## src/rtl/nrzi_tx_serializer.sv

```systemverilog
// nrzi_tx_serializer
//   Serializes bytes LSB first onto a registered NRZI line: a serial 1
//   toggles the line, a serial 0 holds it. Bytes are accepted with a
//   valid/ready handshake; a byte offered in the last bit slot of the
//   current byte follows it with no idle gap.
//
//   Optional feature (define NRZI_TX_BIT_STUFF_EN): after STUFF_LEN
//   consecutive transmitted 0 bits a 1 is inserted on the line. The
//   zero run carries across back-to-back bytes.
//
// Parameters
//   STUFF_LEN  consecutive zeros that force a stuffed 1 (1..15)
// Ports
//   clk       in   clock, rising edge
//   reset     in   synchronous, active-high reset
//   tx_data   in   [7:0] byte to send, LSB first
//   tx_valid  in   tx_data valid
//   tx_ready  out  byte accepted this cycle if tx_valid is also high
//   nrzi_out  out  registered NRZI line
//   busy      out  high whenever a byte is being serialized
module nrzi_tx_serializer #(
  parameter int unsigned STUFF_LEN = 6
) (
  input  logic       clk,
  input  logic       reset,
  input  logic [7:0] tx_data,
  input  logic       tx_valid,
  output logic       tx_ready,
  output logic       nrzi_out,
  output logic       busy
);

  if (STUFF_LEN < 1 || STUFF_LEN > 15) begin : g_bad_stuff_len
    $error("nrzi_tx_serializer: STUFF_LEN must be in 1..15");
  end

`ifdef NRZI_TX_BIT_STUFF_EN
  typedef enum logic [1:0] {
    IDLE  = 2'd0,
    SHIFT = 2'd1,
    STUFF = 2'd2
  } state_t;

  localparam logic [3:0] STUFF_LEN_W = 4'(STUFF_LEN);
`else
  typedef enum logic {
    IDLE  = 1'b0,
    SHIFT = 1'b1
  } state_t;
`endif

  state_t     state, state_nxt;
  logic [7:0] shift_reg, shift_nxt;
  logic [2:0] bit_cnt, bit_cnt_nxt;
  logic       nrzi_nxt;
  logic       ready_int;
  logic       cur_bit;

`ifdef NRZI_TX_BIT_STUFF_EN
  logic [3:0] zero_cnt, zero_nxt, zero_inc;
  logic       stuff_hit;
  // Set when the pending STUFF slot follows bit 7; bit_cnt has already
  // wrapped at that point, so it cannot tell a final STUFF from a
  // mid-byte one on its own.
  logic       stuff_final, stuff_final_nxt;
`endif

  assign busy     = (state != IDLE);
  assign tx_ready = ready_int & ~reset;
  assign cur_bit  = shift_reg[0];

  always_comb begin
    state_nxt   = state;
    shift_nxt   = shift_reg;
    bit_cnt_nxt = bit_cnt;
    nrzi_nxt    = nrzi_out;
    ready_int   = 1'b0;
`ifdef NRZI_TX_BIT_STUFF_EN
    zero_nxt        = zero_cnt;
    zero_inc        = zero_cnt + 4'd1;
    stuff_hit       = 1'b0;
    stuff_final_nxt = stuff_final;
`endif

    unique case (state)
      IDLE: begin
        ready_int = 1'b1;
      end

      SHIFT: begin
        nrzi_nxt    = nrzi_out ^ cur_bit;
        shift_nxt   = {1'b0, shift_reg[7:1]};
        bit_cnt_nxt = bit_cnt + 3'd1;
`ifdef NRZI_TX_BIT_STUFF_EN
        zero_nxt  = cur_bit ? '0 : zero_inc;
        stuff_hit = ~cur_bit && (zero_inc == STUFF_LEN_W);
        if (stuff_hit) begin
          state_nxt       = STUFF;
          stuff_final_nxt = (bit_cnt == 3'd7);
        end else if (bit_cnt == 3'd7) begin
          ready_int = 1'b1;
        end
`else
        if (bit_cnt == 3'd7) begin
          ready_int = 1'b1;
        end
`endif
      end

`ifdef NRZI_TX_BIT_STUFF_EN
      STUFF: begin
        nrzi_nxt  = ~nrzi_out;
        zero_nxt  = '0;
        state_nxt = SHIFT;
        if (stuff_final) begin
          ready_int = 1'b1;
        end
      end
`endif

      default: begin
        state_nxt = IDLE;
      end
    endcase

    // Shared handshake for IDLE and the final slot of a byte: a transfer
    // (re)loads the shifter, otherwise a final slot falls back to IDLE.
    if (ready_int) begin
      if (tx_valid) begin
        shift_nxt   = tx_data;
        bit_cnt_nxt = '0;
        state_nxt   = SHIFT;
      end else if (state != IDLE) begin
        state_nxt = IDLE;
`ifdef NRZI_TX_BIT_STUFF_EN
        zero_nxt  = '0;
`endif
      end
    end
  end

  always_ff @(posedge clk) begin
    if (reset) begin
      state     <= IDLE;
      shift_reg <= '0;
      bit_cnt   <= '0;
      nrzi_out  <= 1'b0;
`ifdef NRZI_TX_BIT_STUFF_EN
      zero_cnt    <= '0;
      stuff_final <= 1'b0;
`endif
    end else begin
      state     <= state_nxt;
      shift_reg <= shift_nxt;
      bit_cnt   <= bit_cnt_nxt;
      nrzi_out  <= nrzi_nxt;
`ifdef NRZI_TX_BIT_STUFF_EN
      zero_cnt    <= zero_nxt;
      stuff_final <= stuff_final_nxt;
`endif
    end
  end

endmodule
```

## config.mk

```make
export PLATFORM = sky130hd
export DESIGN_NAME = nrzi_tx_serializer
export DESIGN_NICKNAME = d
export VERILOG_FILES = /design/src/rtl/nrzi_tx_serializer.sv
export SDC_FILE = /design/constraint.sdc
export NUM_CORES = 1
export LEC_CHECK = 0
export BUFFER_PORTS_ARGS = -buffer_cell sky130_fd_sc_hd__buf_4
export CAP_MARGIN = 20
export CORE_AREA = 2 2 39 41
export DETAILED_ROUTE_END_ITERATION = 7
export DIE_AREA = 0 0 41 43
export GPL_ROUTABILITY_DRIVEN = 0
export GPL_TIMING_DRIVEN = 0
export PLACE_DENSITY = 0.73
export SLEW_MARGIN = 10
export SYNTH_ARGS = -nofsm -noshare
export SYNTH_HDL_FRONTEND = slang
export SYNTH_SLANG_ARGS = --single-unit
```

## constraint.sdc

```tcl
create_clock -name clk -period 1.7 [get_ports clk]
set_input_delay 0.255 -clock clk [delete_from_list [all_inputs] [get_ports clk]]
set_output_delay 0.255 -clock clk [all_outputs]
set_load 0.005 [all_outputs]
```

# [Word level (Yosys, flattened, before mapping)]
# Index checks and enable logic that the tools add are counted.
# W data, S select, Z words.
[op_classes] add_sub_neg=1 n_eq_ne=1 muxes=9 n_bitwise=4
[ops] operator="$mux W8" n=3
[ops] operator="$mux W3" n=3
[ops] operator="$add A3 B1 Y3 const B" n=1
[ops] operator="$eq A3 B3 Y1 const B" n=1
[ops] operator="$mux W1" n=2
[ops] operator="$not A1 Y1" n=2
[ops] operator="$pmux W1 S2" n=1
[ops] operator="$and A1 B1 Y1" n=1
[ops] operator="$xor A1 B1 Y1" n=1
[totals] ff_bits=13 inputBits=11 output_inout_bits=3 elab_cells=19

# [Depth between registers and ports, before layout]
[depth] word_depth=4 ltp_mapped=7 depth_no_buf=5

# [Worst setup path before layout]
# No wires, ideal clock.
[synth_path] path_kind="register -> register" startpoint="register bit_cnt[0]" endpoint="register shift_reg[0]" setup_ns=0.086 arrival_time_ns=1.389 required_ns=1.614 path_slack_ns=0.225 stages_incl_launch_ff=8 n_path_buf=2 period_less_slack_ns=1.475 path_cell_list="dfxtp_1 ha_1 ha_1 nand2b_1 buf_6 and2_4 buf_6 a211oi_1"
[synth_via] elab_chain_len=4
[synth_rtl] item="from (decl)" line_no="54" rtl="logic [2:0] bit_cnt, bit_cnt_nxt;"
[synth_rtl] item="from (signal assigned)" line_no="155" rtl="bit_cnt <= bit_cnt_nxt;"
[synth_rtl] item="$eq A3 B3 Y1" line_no="104" rtl="if (bit_cnt == 3'd7) begin"
[synth_rtl] item="$mux W1" line_no="104"
[synth_rtl] item="$pmux W1 S2" line_no="85" rtl="unique case (state)"
[synth_rtl] item="$mux W8" line_no="128" rtl="if (ready_int) begin"
[synth_rtl] item="to (signal assigned)" line_no="154" rtl="shift_reg <= shift_nxt;"
[synth_rtl] item="to (decl)" line_no="53" rtl="logic [7:0] shift_reg, shift_nxt;"
# No other way between the ends.
# A chain may end at the register's enable or synchronous reset.

# [Final worst setup path]
[layout_path] startpoint="register bit_cnt[0]" endpoint="output port tx_ready"
[layout_via] elab_chain_len=4
[layout_rtl] item="$eq A3 B3 Y1" line_no="104"
[layout_rtl] item="$mux W1" line_no="104"
[layout_rtl] item="$pmux W1 S2" line_no="85"
[layout_rtl] item="$and A1 B1 Y1" line_no="69" rtl="assign tx_ready = ready_int & ~reset;"
[layout_rtl] item="to (decl)" line_no="28" rtl="output logic tx_ready,"
# No other way between the ends.

==> flow_summary.toml <==
[route]
vias = 531
drt_iter0_drc = 12
antenna_left = 0
dr.pass1.iters = 5
wire_per_inst_um = 11.5
drt_wl_total_um = 1160
drc = 0
viasPerCell = 5.26

[timing]
relSlewSlack = 0.707
post-route-period-util = 0.963
slew_violations = 0
setup_ws_ns = 0.0635
fin_crit_ns = 1.64
fin_tns_setup_ns = 0
rsz0062_at_grt = "false"
fin_skew_ns = 0.00223
finalSetupViolations = 0
worst_slew_pin_slew_ns = 0.440
fmax_mhz = 611
hold_violations = 0

[worst_setup_path]
critPathLaunchType = "flop"
critPathKind = "flop to primary output"
cp_data_arrival_time_ns = 1.38
cp_slowest_cell = "dfxtp_1"
rr_worst_depth = 7
end_kind = "primary output"
cp_data_required_time_ns = 1.44
cpPeakStageDelay_ns = 0.33
cp_cell_sequence = "ha_1, ha_1, and2b_1, nor2_1, buf_4"
crit_top_cell = "ha_1"
worstPathMaxFanout = 2

[clocking]
clock_latency_ns = 0.27
cts_htree_levels = 1
cts_made_buffers = 3
root_buffer = "clkbuf_4"
clk_path_buf_depth = 2
cts.sinks = 13
ctsResizeCount = 0
cts_tree = "built"
clk_pin_slew_ns = 0.08

[synthesis]
netlist_area_sq_um = 622
yosys_warnings = 0
yosysTopAreaCell = "dfxtp_1"
synthTopCellsByArea = "dfxtp_1, a221oi_1, a211oi_1"
synth_seq_cells = 13
synth_cell_types = 20
avgSynthCellArea_sq_um = 9.28
yosys.area.top_type_share = 0.419
syn-num-nets = 80
synth_cells = 67
yosysSeqAreaShare = 0.419

[global_route]
grt_overflow = 0
grt_max_degree = 11
grt_pass1_vias = 464
track_usage = 0.171
use_met3 = 0.0471
use_met1 = 0.219
grt_use_met2 = 0.234
antenna_found_initial = 0
grt_pass1_wl_um = 1970
gr-max-usage-layer = "met2"

[finish]
regArea_sq_um = 260
num-nets-final = 99
instances_no_fill = 101
drive_gt1_frac = 0.259
areaGrowthSynthToFinish_pct = 24.3
multi_input_area_sq_um = 293
largest_reg_flops = 8
insertedDiodeCount = 0
fillCellCount = 136

[power]
leakagePower_nw = 0.351
p_per_area_mw_per_mm2 = 838
ir_drop_mv = 0.425

[min_path]
worstHoldPathType = "input port to flop"
hold_depth = 2

[die]
die_x_um = 41
start_util = 0.449
io_pins = 14
die_area_sq_mm = 0.00176
row_count = 14
die-height_um = 43
core_sq_mm = 0.00138

[status]
status = "finished, final reports clean"

[placement]
dp_hpwl_um = 817
dp_cells = 96
dp_slack_ns = 0.0911
port_buffers = 13

[run]
drv_cap = 0
## worst max-delay path: cells and delay by family, from the launching register on
kind,cells,cell delay [ns]
fa+ha+maj,2,0.37
flops,1,0.33
simple gates,2,0.26
buf+inv,1,0.15
## cells in the mapped netlist
master     n
dfxtp_1   13
a211oi_1   7
a221oi_1   7
inv_1      7
nor2b_1    7
nor2_1     5
nor3_1     4
buf_6      2
clkbuf_1   2
ha_1       2
mux2i_1    2
a22oi_1    1
and2_4     1
and2b_1    1
buf_2      1
buf_4      1
nand2_1    1
nand2b_1   1
xnor2_1    1
xor2_1     1
## path summary, 6_finish.rpt
path / startpoint / end / slack [ns]
setup reg to reg: bit_cnt[0]$_SDFF_PP0_ / shift_reg[4]$_SDFF_PP0_ / 0.11
hold / removal: reset / bit_cnt[1]$_SDFF_PP0_ / 0.17
hold reg to reg: bit_cnt[1]$_SDFF_PP0_ / bit_cnt[1]$_SDFF_PP0_ / 0.53
setup / recovery: bit_cnt[0]$_SDFF_PP0_ / tx_ready / 0.06
## area by class of cell
| class | instances | area share |
|---|---|---|
| buffer | 6 | 0.0550 |
| clock buffer | 4 | 0.0340 |
| inverter | 7 | 0.0340 |
| multi-input combinational | 41 | 0.379 |
| sequential | 13 | 0.337 |
| tap | 16 | 0.0259 |
| timing repair buffer | 14 | 0.136 |
## repair_timing
action,4_1_cts,5_1_grt
hold buffers,0,0
buffers inserted,0,1
setup endpoints to repair,0,1
## where the power goes
part / total [mW] / internal [mW] / leakage (nW) / switching [mW]
registers: 0.336 / 0.325 / 0.107 / 0.0110
clock network: 0.193 / 0.0910 / 0.0150 / 0.102
logic: 0.119 / 0.0660 / 0.229 / 0.0534
total: 0.648 / 0.482 / 0.351 / 0.167
## routing by layer
| layer | share of wire | up-vias |
|---|---|---|
| met5 | 0 | - |
| met4 | 0.016 | 0 |
| met3 | 0.053 | 2 |
| met2 | 0.45 | 16 |
| met1 | 0.48 | 237 |
| li1 | - | 276 |
## kinds of logic (layout without fill, tap and decap cells)
logic type,after synthesis,count (layout),synth area share
and+or+nand+nor,20,20,0.175
DFF,13,13,0.419
xor gates and xnor gates,2,2,0.0282
adders and majority gates,2,2,0.0402
AOI/OAI and AO/OA,15,15,0.195
buffers and inverters,13,31,0.111
muxes,2,2,0.0322
## cell usage in the layout, fill, tap and decap left out, drive strengths merged
master and n:
nand2b 1, a221oi 7, nor2b 7, nor3 4, nand2 1, xor2 1, and2b 1, mux2i 2
ha 2, a211oi 7, dfxtp 13, clkbuf 6, inv 7, a22oi 1, buf 18, nor2 5
and2 1, xnor2 1
## metrics by stage
| stage | hold slack, ns | utilization | area (sq um) | power [mW] |
|---|---|---|---|---|
| detailed placement | 0.464 | 0.534 | 739 | 0.460 |
| global placement | 0.465 | 0.534 | 739 | 0.458 |
| floorplan | 0.332 | - | 622 | 0.418 |
| CTS | 0.168 | 0.553 | 766 | 0.650 |
| global route | 0.169 | 0.559 | 773 | 0.686 |
| finish | 0.171 | 0.559 | 773 | 0.648 |
Note: power is estimated with default switching activity, not from simulation.
